===== src/rtl/regfile_wb_arbiter_if.sv =====
// ---------------------------------------------------------------------------
// regfile_wb_arbiter_if
//   Bundles the two writeback request channels and the issue/hazard channel
//   that sit in front of the register-file controller.
//
//   Writeback channel X (X = 0 ALU, 1 LSU):
//     wbX_valid  request present        wbX_addr  destination register
//     wbX_data   value to write         wbX_ready request accepted this cycle
//   Issue channel:
//     iss_valid  instruction presented  iss_rd1_en/iss_rd1, iss_rd2_en/iss_rd2
//     iss_dst_en/iss_dst  destination   iss_stall  decode must hold
//
//   Modports: master = requesters/decode, slave = controller.
// ---------------------------------------------------------------------------
interface regfile_wb_arbiter_if #(
    parameter int DATA_W = 16,
    parameter int ADDR_W = 4
);
    logic              wb0_valid;
    logic [ADDR_W-1:0] wb0_addr;
    logic [DATA_W-1:0] wb0_data;
    logic              wb0_ready;

    logic              wb1_valid;
    logic [ADDR_W-1:0] wb1_addr;
    logic [DATA_W-1:0] wb1_data;
    logic              wb1_ready;

    logic              iss_valid;
    logic              iss_rd1_en;
    logic [ADDR_W-1:0] iss_rd1;
    logic              iss_rd2_en;
    logic [ADDR_W-1:0] iss_rd2;
    logic              iss_dst_en;
    logic [ADDR_W-1:0] iss_dst;
    logic              iss_stall;

    modport master (
        output wb0_valid, wb0_addr, wb0_data,
        output wb1_valid, wb1_addr, wb1_data,
        output iss_valid, iss_rd1_en, iss_rd1, iss_rd2_en, iss_rd2, iss_dst_en, iss_dst,
        input  wb0_ready, wb1_ready, iss_stall
    );

    modport slave (
        input  wb0_valid, wb0_addr, wb0_data,
        input  wb1_valid, wb1_addr, wb1_data,
        input  iss_valid, iss_rd1_en, iss_rd1, iss_rd2_en, iss_rd2, iss_dst_en, iss_dst,
        output wb0_ready, wb1_ready, iss_stall
    );
endinterface


===== src/rtl/regfile_wb_arbiter.sv =====
// ---------------------------------------------------------------------------
// regfile_wb_arbiter
//   Controller in front of a two-read/one-write register file. Shares the
//   single write port between the ALU (req0) and LSU (req1) writeback
//   channels with round-robin arbitration, registers the winning write for
//   one cycle, tracks outstanding destination registers in a busy-bit
//   scoreboard and stalls issue on RAW/WAW hazards.
//
//   Ports:
//     clk, reset_n        clock, asynchronous active-low reset
//     bus                 writeback + issue channels (slave modport)
//     rf_rdata1/2         register-file read data
//     op1, op2            operands to execute
//     rf_ctrl             [0] we, [ADDR_W:1] waddr, [2*ADDR_W:ADDR_W+1] raddr1,
//                         [3*ADDR_W:2*ADDR_W+1] raddr2
//     rf_wdata            register-file write data
//     busy                scoreboard bits (debug)
//
//   Optional: define REGFILE_WB_BYPASS_EN to forward the pending write to
//   the operands and drop the matching RAW stall terms.
// ---------------------------------------------------------------------------
module regfile_wb_arbiter #(
    parameter int DATA_W = 16,
    parameter int ADDR_W = 4
) (
    input  logic                    clk,
    input  logic                    reset_n,
    regfile_wb_arbiter_if.slave     bus,
    input  logic [DATA_W-1:0]       rf_rdata1,
    input  logic [DATA_W-1:0]       rf_rdata2,
    output logic [DATA_W-1:0]       op1,
    output logic [DATA_W-1:0]       op2,
    output logic [3*ADDR_W:0]       rf_ctrl,
    output logic [DATA_W-1:0]       rf_wdata,
    output logic [2**ADDR_W-1:0]    busy
);
    localparam int NREG = 2**ADDR_W;

    // Round-robin preference: which requester wins when both are valid.
    typedef enum logic {
        PREF_REQ0 = 1'b0,
        PREF_REQ1 = 1'b1
    } rr_e;

    rr_e rr_q, rr_d;
    logic grant0, grant1;

    // NOTE: every combinational output gets a default before any branch, so
    // no path leaves a signal unassigned and no latch is inferred.
    always_comb begin
        grant0 = 1'b0;
        grant1 = 1'b0;
        rr_d   = rr_q;
        if (bus.wb0_valid && bus.wb1_valid) begin
            if (rr_q == PREF_REQ0) begin
                grant0 = 1'b1;
                rr_d   = PREF_REQ1;
            end else begin
                grant1 = 1'b1;
                rr_d   = PREF_REQ0;
            end
        end else if (bus.wb0_valid) begin
            grant0 = 1'b1;
            rr_d   = PREF_REQ1;
        end else if (bus.wb1_valid) begin
            grant1 = 1'b1;
            rr_d   = PREF_REQ0;
        end
    end

    // NOTE: sequential state uses non-blocking assignments so every flop
    // samples pre-edge values regardless of process evaluation order.
    always_ff @(posedge clk or negedge reset_n) begin
        if (!reset_n) rr_q <= PREF_REQ0;
        else          rr_q <= rr_d;
    end

    // Readies are forced low while reset is asserted even if requests are up.
    assign bus.wb0_ready = grant0 & reset_n;
    assign bus.wb1_ready = grant1 & reset_n;

    // -----------------------------------------------------------------------
    // Write stage: the accepted request is presented to the register file for
    // exactly one cycle. Data holds its last value when nothing is written.
    // -----------------------------------------------------------------------
    logic              we_q;
    logic [ADDR_W-1:0] waddr_q;
    logic [DATA_W-1:0] wdata_q;

    always_ff @(posedge clk or negedge reset_n) begin
        if (!reset_n) begin
            we_q    <= 1'b0;
            waddr_q <= '0;
            wdata_q <= '0;
        end else begin
            we_q <= grant0 | grant1;
            if (grant0) begin
                waddr_q <= bus.wb0_addr;
                wdata_q <= bus.wb0_data;
            end else if (grant1) begin
                waddr_q <= bus.wb1_addr;
                wdata_q <= bus.wb1_data;
            end
        end
    end

    assign rf_ctrl  = {bus.iss_rd2, bus.iss_rd1, waddr_q, we_q};
    assign rf_wdata = wdata_q;

    // -----------------------------------------------------------------------
    // Hazard detection and operand selection
    // -----------------------------------------------------------------------
    logic [NREG-1:0] busy_q, busy_d;
    logic raw1, raw2, waw;

    assign raw1 = bus.iss_rd1_en & busy_q[bus.iss_rd1];
    assign raw2 = bus.iss_rd2_en & busy_q[bus.iss_rd2];
    assign waw  = bus.iss_dst_en & busy_q[bus.iss_dst];

`ifdef REGFILE_WB_BYPASS_EN
    // The pending write lands at the coming edge; a reader of that register
    // can take the value straight from the write stage instead of stalling.
    logic fwd1, fwd2;

    assign fwd1 = we_q & bus.iss_rd1_en & (waddr_q == bus.iss_rd1);
    assign fwd2 = we_q & bus.iss_rd2_en & (waddr_q == bus.iss_rd2);

    assign op1 = fwd1 ? wdata_q : rf_rdata1;
    assign op2 = fwd2 ? wdata_q : rf_rdata2;

    assign bus.iss_stall = bus.iss_valid & ((raw1 & ~fwd1) | (raw2 & ~fwd2) | waw);
`else
    assign op1 = rf_rdata1;
    assign op2 = rf_rdata2;

    assign bus.iss_stall = bus.iss_valid & (raw1 | raw2 | waw);
`endif

    // -----------------------------------------------------------------------
    // Scoreboard. The clear for the landing write is applied before the set
    // from issue, so a same-register set and clear on one edge leaves it set.
    // A write to a register that is not busy simply clears an already-clear bit.
    // -----------------------------------------------------------------------
    logic issue_fire;

    assign issue_fire = bus.iss_valid & bus.iss_dst_en & ~bus.iss_stall;

    always_comb begin
        busy_d = busy_q;
        if (we_q)       busy_d[waddr_q]     = 1'b0;
        if (issue_fire) busy_d[bus.iss_dst] = 1'b1;
    end

    // NOTE: the busy array is a handful of flops, not a RAM, so it is reset
    // along with the rest of the control state; reset drops every in-flight
    // producer together with the pending write.
    always_ff @(posedge clk or negedge reset_n) begin
        if (!reset_n) busy_q <= '0;
        else          busy_q <= busy_d;
    end

    assign busy = busy_q;

endmodule


===== src/flat_wrapper.sv =====
// flat-port wrapper written by rule: the top's interface ports become plain ports
module regfile_wb_arbiter_flat 
#(
    parameter int DATA_W = 16,
    parameter int ADDR_W = 4
)
  (clk, reset_n, rf_rdata1, rf_rdata2, op1, op2, rf_ctrl, rf_wdata, busy, bus_wb0_valid, bus_wb0_addr, bus_wb0_data, bus_wb1_valid, bus_wb1_addr, bus_wb1_data, bus_iss_valid, bus_iss_rd1_en, bus_iss_rd1, bus_iss_rd2_en, bus_iss_rd2, bus_iss_dst_en, bus_iss_dst, bus_wb0_ready, bus_wb1_ready, bus_iss_stall);
  regfile_wb_arbiter_if #(.DATA_W(DATA_W), .ADDR_W(ADDR_W)) bus_i ();
  input  logic clk;
  input  logic reset_n;
  input  logic [DATA_W-1:0] rf_rdata1;
  input  logic [DATA_W-1:0] rf_rdata2;
  output logic [DATA_W-1:0] op1;
  output logic [DATA_W-1:0] op2;
  output logic [3*ADDR_W:0] rf_ctrl;
  output logic [DATA_W-1:0] rf_wdata;
  output logic [2**ADDR_W-1:0] busy;
  input wire logic [$bits(bus_i.wb0_valid)-1:0] bus_wb0_valid;
  input wire logic [$bits(bus_i.wb0_addr)-1:0] bus_wb0_addr;
  input wire logic [$bits(bus_i.wb0_data)-1:0] bus_wb0_data;
  input wire logic [$bits(bus_i.wb1_valid)-1:0] bus_wb1_valid;
  input wire logic [$bits(bus_i.wb1_addr)-1:0] bus_wb1_addr;
  input wire logic [$bits(bus_i.wb1_data)-1:0] bus_wb1_data;
  input wire logic [$bits(bus_i.iss_valid)-1:0] bus_iss_valid;
  input wire logic [$bits(bus_i.iss_rd1_en)-1:0] bus_iss_rd1_en;
  input wire logic [$bits(bus_i.iss_rd1)-1:0] bus_iss_rd1;
  input wire logic [$bits(bus_i.iss_rd2_en)-1:0] bus_iss_rd2_en;
  input wire logic [$bits(bus_i.iss_rd2)-1:0] bus_iss_rd2;
  input wire logic [$bits(bus_i.iss_dst_en)-1:0] bus_iss_dst_en;
  input wire logic [$bits(bus_i.iss_dst)-1:0] bus_iss_dst;
  output wire logic [$bits(bus_i.wb0_ready)-1:0] bus_wb0_ready;
  output wire logic [$bits(bus_i.wb1_ready)-1:0] bus_wb1_ready;
  output wire logic [$bits(bus_i.iss_stall)-1:0] bus_iss_stall;
  assign bus_i.wb0_valid = bus_wb0_valid;
  assign bus_i.wb0_addr = bus_wb0_addr;
  assign bus_i.wb0_data = bus_wb0_data;
  assign bus_i.wb1_valid = bus_wb1_valid;
  assign bus_i.wb1_addr = bus_wb1_addr;
  assign bus_i.wb1_data = bus_wb1_data;
  assign bus_i.iss_valid = bus_iss_valid;
  assign bus_i.iss_rd1_en = bus_iss_rd1_en;
  assign bus_i.iss_rd1 = bus_iss_rd1;
  assign bus_i.iss_rd2_en = bus_iss_rd2_en;
  assign bus_i.iss_rd2 = bus_iss_rd2;
  assign bus_i.iss_dst_en = bus_iss_dst_en;
  assign bus_i.iss_dst = bus_iss_dst;
  assign bus_wb0_ready = bus_i.wb0_ready;
  assign bus_wb1_ready = bus_i.wb1_ready;
  assign bus_iss_stall = bus_i.iss_stall;
  regfile_wb_arbiter #(.DATA_W(DATA_W), .ADDR_W(ADDR_W)) u_core (.clk(clk), .reset_n(reset_n), .bus(bus_i), .rf_rdata1(rf_rdata1), .rf_rdata2(rf_rdata2), .op1(op1), .op2(op2), .rf_ctrl(rf_ctrl), .rf_wdata(rf_wdata), .busy(busy));
endmodule

===== config.mk =====
export PLATFORM = sky130hd
export DESIGN_NAME = regfile_wb_arbiter_flat
export DESIGN_NICKNAME = d
export VERILOG_FILES = /design/src/rtl/regfile_wb_arbiter_if.sv /design/src/rtl/regfile_wb_arbiter.sv /design/src/flat_wrapper.sv
export SDC_FILE = /design/constraint.sdc
export NUM_CORES = 1
export LEC_CHECK = 0
export CAP_MARGIN = 20
export CORE_ASPECT_RATIO = 0.7
export CORE_MARGIN = 3
export CORE_UTILIZATION = 36
export CTS_CLUSTER_DIAMETER = 30
export DETAILED_ROUTE_END_ITERATION = 16
export GPL_TIMING_DRIVEN = 1
export PLACE_DENSITY = 0.78
export SLEW_MARGIN = 15
export SYNTH_ARGS = -nofsm -noshare
export SYNTH_HDL_FRONTEND = slang
export SYNTH_SLANG_ARGS = --single-unit

===== constraint.sdc =====
create_clock -name clk -period 2.6 [get_ports clk]
set_input_delay 0.52 -clock clk [delete_from_list [all_inputs] [get_ports clk]]
set_output_delay 0.52 -clock clk [all_outputs]
set_load 0.03 [all_outputs]

==> impl_results.rst <==
.. list-table::
   :header-rows: 1

   * - Metric
     - Value
   * - Least setup slack across all paths after layout
     - approximately 0.084 ns
   * - Share of synthesized registers carrying an async set or reset
     - between 90% and 100%
   * - Maximum operating frequency
     - slightly below 0.4 GHz
   * - Post-layout min period
     - around 2.5 ns
   * - Initial core utilization
     - between 30% and 40%
   * - Arr. time, crit path
     - around 2.0 ns
   * - Die outline area
     - about 0.0081 mm²
   * - Run status
     - completed
   * - Number of filler instances in the final layout
     - between 500 and 600
   * - Mapped Avg Cell Area
     - between 9 and 10 µm²
   * - Number of I/O pins
     - approximately 170
   * - Remaining routing DRC violations
     - 0
   * - Post-synthesis instance area
     - about 0.0025 mm²
   * - Maximum ir drop on the vdd rail
     - 281 µV
   * - Post-place instance area
     - around 0.0036 mm²
   * - Clock latency at the later pin of the worst-skew pair
     - roughly 0.29 ns
   * - Share of cells above drive strength 1
     - between 20% and 30%
   * - Number of distinct library cells after synthesis
     - 34
   * - Deepest level of the CTS H-tree
     - 2
   * - Mean routed wirelength per cell
     - 17.0 µm
   * - Pin count of the biggest net entering global routing
     - 39
   * - Category of the worst setup path launch point
     - flip-flop
   * - Global Route Usage Sum
     - between 10% and 20%
   * - Number of global-route vias before repair
     - between 2000 and 2500
   * - Hold buffer count at CTS
     - 0
   * - Remaining antenna violation count
     - 0
   * - Routed via count
     - approximately 2400
   * - Number of warnings reported in the yosys synthesis log
     - 0
   * - Kind of path behind the tightest hold check
     - in -> async
   * - Top FF cell, synth
     - sky130_fd_sc_hd__dfrtp_1
   * - Worst setup path end
     - bus_iss_stall
   * - CORE AREA
     - ~0.0065 mm²
   * - Standard-cell row count
     - 24
   * - Total length of routed wires
     - between 7000 and 8000 µm
   * - Pwr Density
     - 743 mW/mm²
   * - Relative area change from synthesis to final layout
     - 48.7%
   * - Post-route cell area
     - 0.00376 mm²
   * - Net total in the final layout
     - 460
   * - First-pass GRT wire length
     - 12700 µm
   * - Setup slack of the most critical reg-to-reg path
     - approximately 0.47 ns
   * - Post-route total power
     - approximately 2.8 mW
   * - Worst clock skew
     - 0.00366 ns
   * - Routability Congestion
     - slightly above 0.9
   * - Router iterations before antenna repair
     - 5
   * - Ant. Diodes
     - 0
   * - Reported leakage power
     - 1.59 nW
   * - Root buffer selected by CTS
     - sky130_fd_sc_hd__clkbuf_8
   * - Slew of the pin with the lowest slew margin
     - roughly 0.55 ns
   * - Die height
     - 76.1 µm
   * - Pins over their slew limit
     - 0
   * - Number of buffers between clock root and the deepest sink
     - 2
   * - Worst Setup Slack post-DPL
     - -0.858 ns
   * - Sequential-to-total area share from yosys stat
     - ~38%
   * - Share of the cycle needed by the critical path after routing
     - between 90% and 100%
   * - Number of clock buffers inserted by TritonCTS
     - 5
   * - Unrepaired setup endpoints after global routing
     - no
   * - Post-synthesis instance total
     - 270
   * - Total number of clock tree sinks
     - 38
   * - Start-to-end type of the worst setup path
     - reg -> out
   * - Initial antenna violation count
     - 0
   * - R2R Path Start
     - u_core.busy[9]
   * - Post-synth EDFFs
     - 0
   * - TritonCTS clock tree
     - yes
   * - Width of the die
     - between 100 and 150 µm
   * - Headroom to the max-slew limit
     - 63.3%
   * - Required arrival time at the worst endpoint
     - between 2 and 2.5 ns
   * - Post-detailed-placement half-perimeter wirelength
     - just over 6000 µm
   * - R2r endpoint
     - u_core.busy[13]
   * - Via-to-Cell Ratio
     - 5.28
   * - Worst Reg-to-Reg Cells
     - 7
   * - Max-cap check violation count
     - 0
   * - Grt total ovfl
     - 0
   * - Quantity of I/O buffers inserted on ports
     - 107
   * - Largest driver fanout on the critical path
     - 5
   * - Number of DRC markers in iteration 0
     - approximately 130
   * - Final setup violation count
     - 0
   * - Critical path launch point
     - u_core.busy[11]
   * - Clock transition at the registers of the reported paths
     - about 0.070 ns
   * - Total nets after synthesis
     - ~360
   * - Final hold viol count
     - 0
   * - Endpoint type of the worst setup path
     - primary output
   * - Synth Register Bits
     - 38
cells in the final DEF (no fill, tap or decap), types with 6 or more instances in the layout:
master / n
sky130_fd_sc_hd__o31ai_1: 6
sky130_fd_sc_hd__inv_1: 6
sky130_fd_sc_hd__o221a_2: 10
sky130_fd_sc_hd__clkdlybuf4s50_1: 96
sky130_fd_sc_hd__nor2_1: 26
sky130_fd_sc_hd__mux2i_1: 24
sky130_fd_sc_hd__nand2_1: 16
sky130_fd_sc_hd__o22ai_1: 10
sky130_fd_sc_hd__clkbuf_8: 8
sky130_fd_sc_hd__buf_4: 40
sky130_fd_sc_hd__dfrtp_1: 37
sky130_fd_sc_hd__nand3_1: 17
sky130_fd_sc_hd__o21ai_0: 23
routing by layer:
layer  wire length [µm]  part of all wire (%)  track usage (%)  vias to the layer above
met2               3330                    43             28.6                      136
met1               3370                    43             26.5                     1132
met3                968                    12             7.37                       20
met5                  0                     0                0                        -
met4                148                   1.9             5.43                        0
li1                   -                     -                -                     1139
state kept, by name (all words and copies together), names as in the netlist:
signal,flops
u_core.rf_wdata,16
u_core.we_q,1
u_core.waddr_q,4
u_core.busy,16
u_core.rr_q,1
worst min-delay path by stage:
stage | cells past startpoint | slack [ns] | startpoint | endpoint
CTS | 2 | 0.33 | reset_n | u_core.rf_wdata[1]
finish | 2 | 0.31 | reset_n | u_core.rf_wdata[4]
floorplan | 0 | 0.22 | reset_n | u_core.busy[0]
detailed placement | 1 | 0.49 | u_core.rr_q | u_core.rr_q
global placement | 1 | 0.48 | u_core.rr_q | u_core.rr_q
global route | 2 | 0.35 | reset_n | u_core.busy[10]
cell type report:
class / instances / area [µm²] / area share [%]
multi-input combinational: 172 / 1230 / 32.8
timing repair buffer: 145 / 1330 / 35.3
sequential: 38 / 952 / 25.3
clock buffer: 8 / 110 / 2.93
inverter: 6 / 22.5 / 0.599
tap: 91 / 114 / 3.03
worst max-delay path, cell delays in order, from the launching register on:
cell	delay, ns
sky130_fd_sc_hd__dfrtp_2	0.47
sky130_fd_sc_hd__mux4_2	0.48
sky130_fd_sc_hd__nand2b_4	0.15
sky130_fd_sc_hd__and4b_1	0.16
sky130_fd_sc_hd__o31a_1	0.30
sky130_fd_sc_hd__buf_6	0.14
report_power, final:
part           leakage [nW]  internal (mW)  switching, mW
combinational          1.08          0.675          0.725
sequential            0.453          0.733          0.189
clock                0.0575          0.268          0.205
total                  1.59           1.68           1.12
logic make-up after synthesis:
group | share of synthesized area [%]
AND/OR/NAND/NOR | 14.4
AO/OA/AOI/OAI | 18.9
buffers and inverters | 15.2
flip-flops | 37.6
multiplexers | 13.9
synth_stat cells (5+ instances only):
library cell                n  share of area [%]
sky130_fd_sc_hd__clkbuf_1   6               0.89
sky130_fd_sc_hd__mux2i_1   24                9.5
sky130_fd_sc_hd__o22ai_1   10                2.5
sky130_fd_sc_hd__o31ai_1    6                1.8
sky130_fd_sc_hd__mux4_2     5                4.5
sky130_fd_sc_hd__o21ai_0   23                4.5
sky130_fd_sc_hd__nand2_1   16                2.4
sky130_fd_sc_hd__dfrtp_1   38                 38
sky130_fd_sc_hd__nand3_1   17                3.4
sky130_fd_sc_hd__inv_1      6               0.89
sky130_fd_sc_hd__a22oi_1    5                1.5
sky130_fd_sc_hd__nor2_1    26                3.9
sky130_fd_sc_hd__buf_4     41                 12
sky130_fd_sc_hd__o221a_2   10                4.5
repair_timing:
action                                  CTS  global route
buffers inserted                          1             1
resized for setup                        26             6
pin swaps                                 4             2
endpoints found under the setup margin    1             1
through the flow:
stage          TNS, ns  cells  hold slack, ns  util [%]
2_1_floorplan        0    270           0.224         -
3_3_place_gp    -0.834    452           0.479      55.7
3_5_place_dp    -0.878    452           0.489      55.7
4_1_cts              0    459           0.333      57.7
5_1_grt              0    460           0.350      57.7
6_report             0    460           0.309      57.7
No activity file was read; power rests on OpenSTA's default activity.
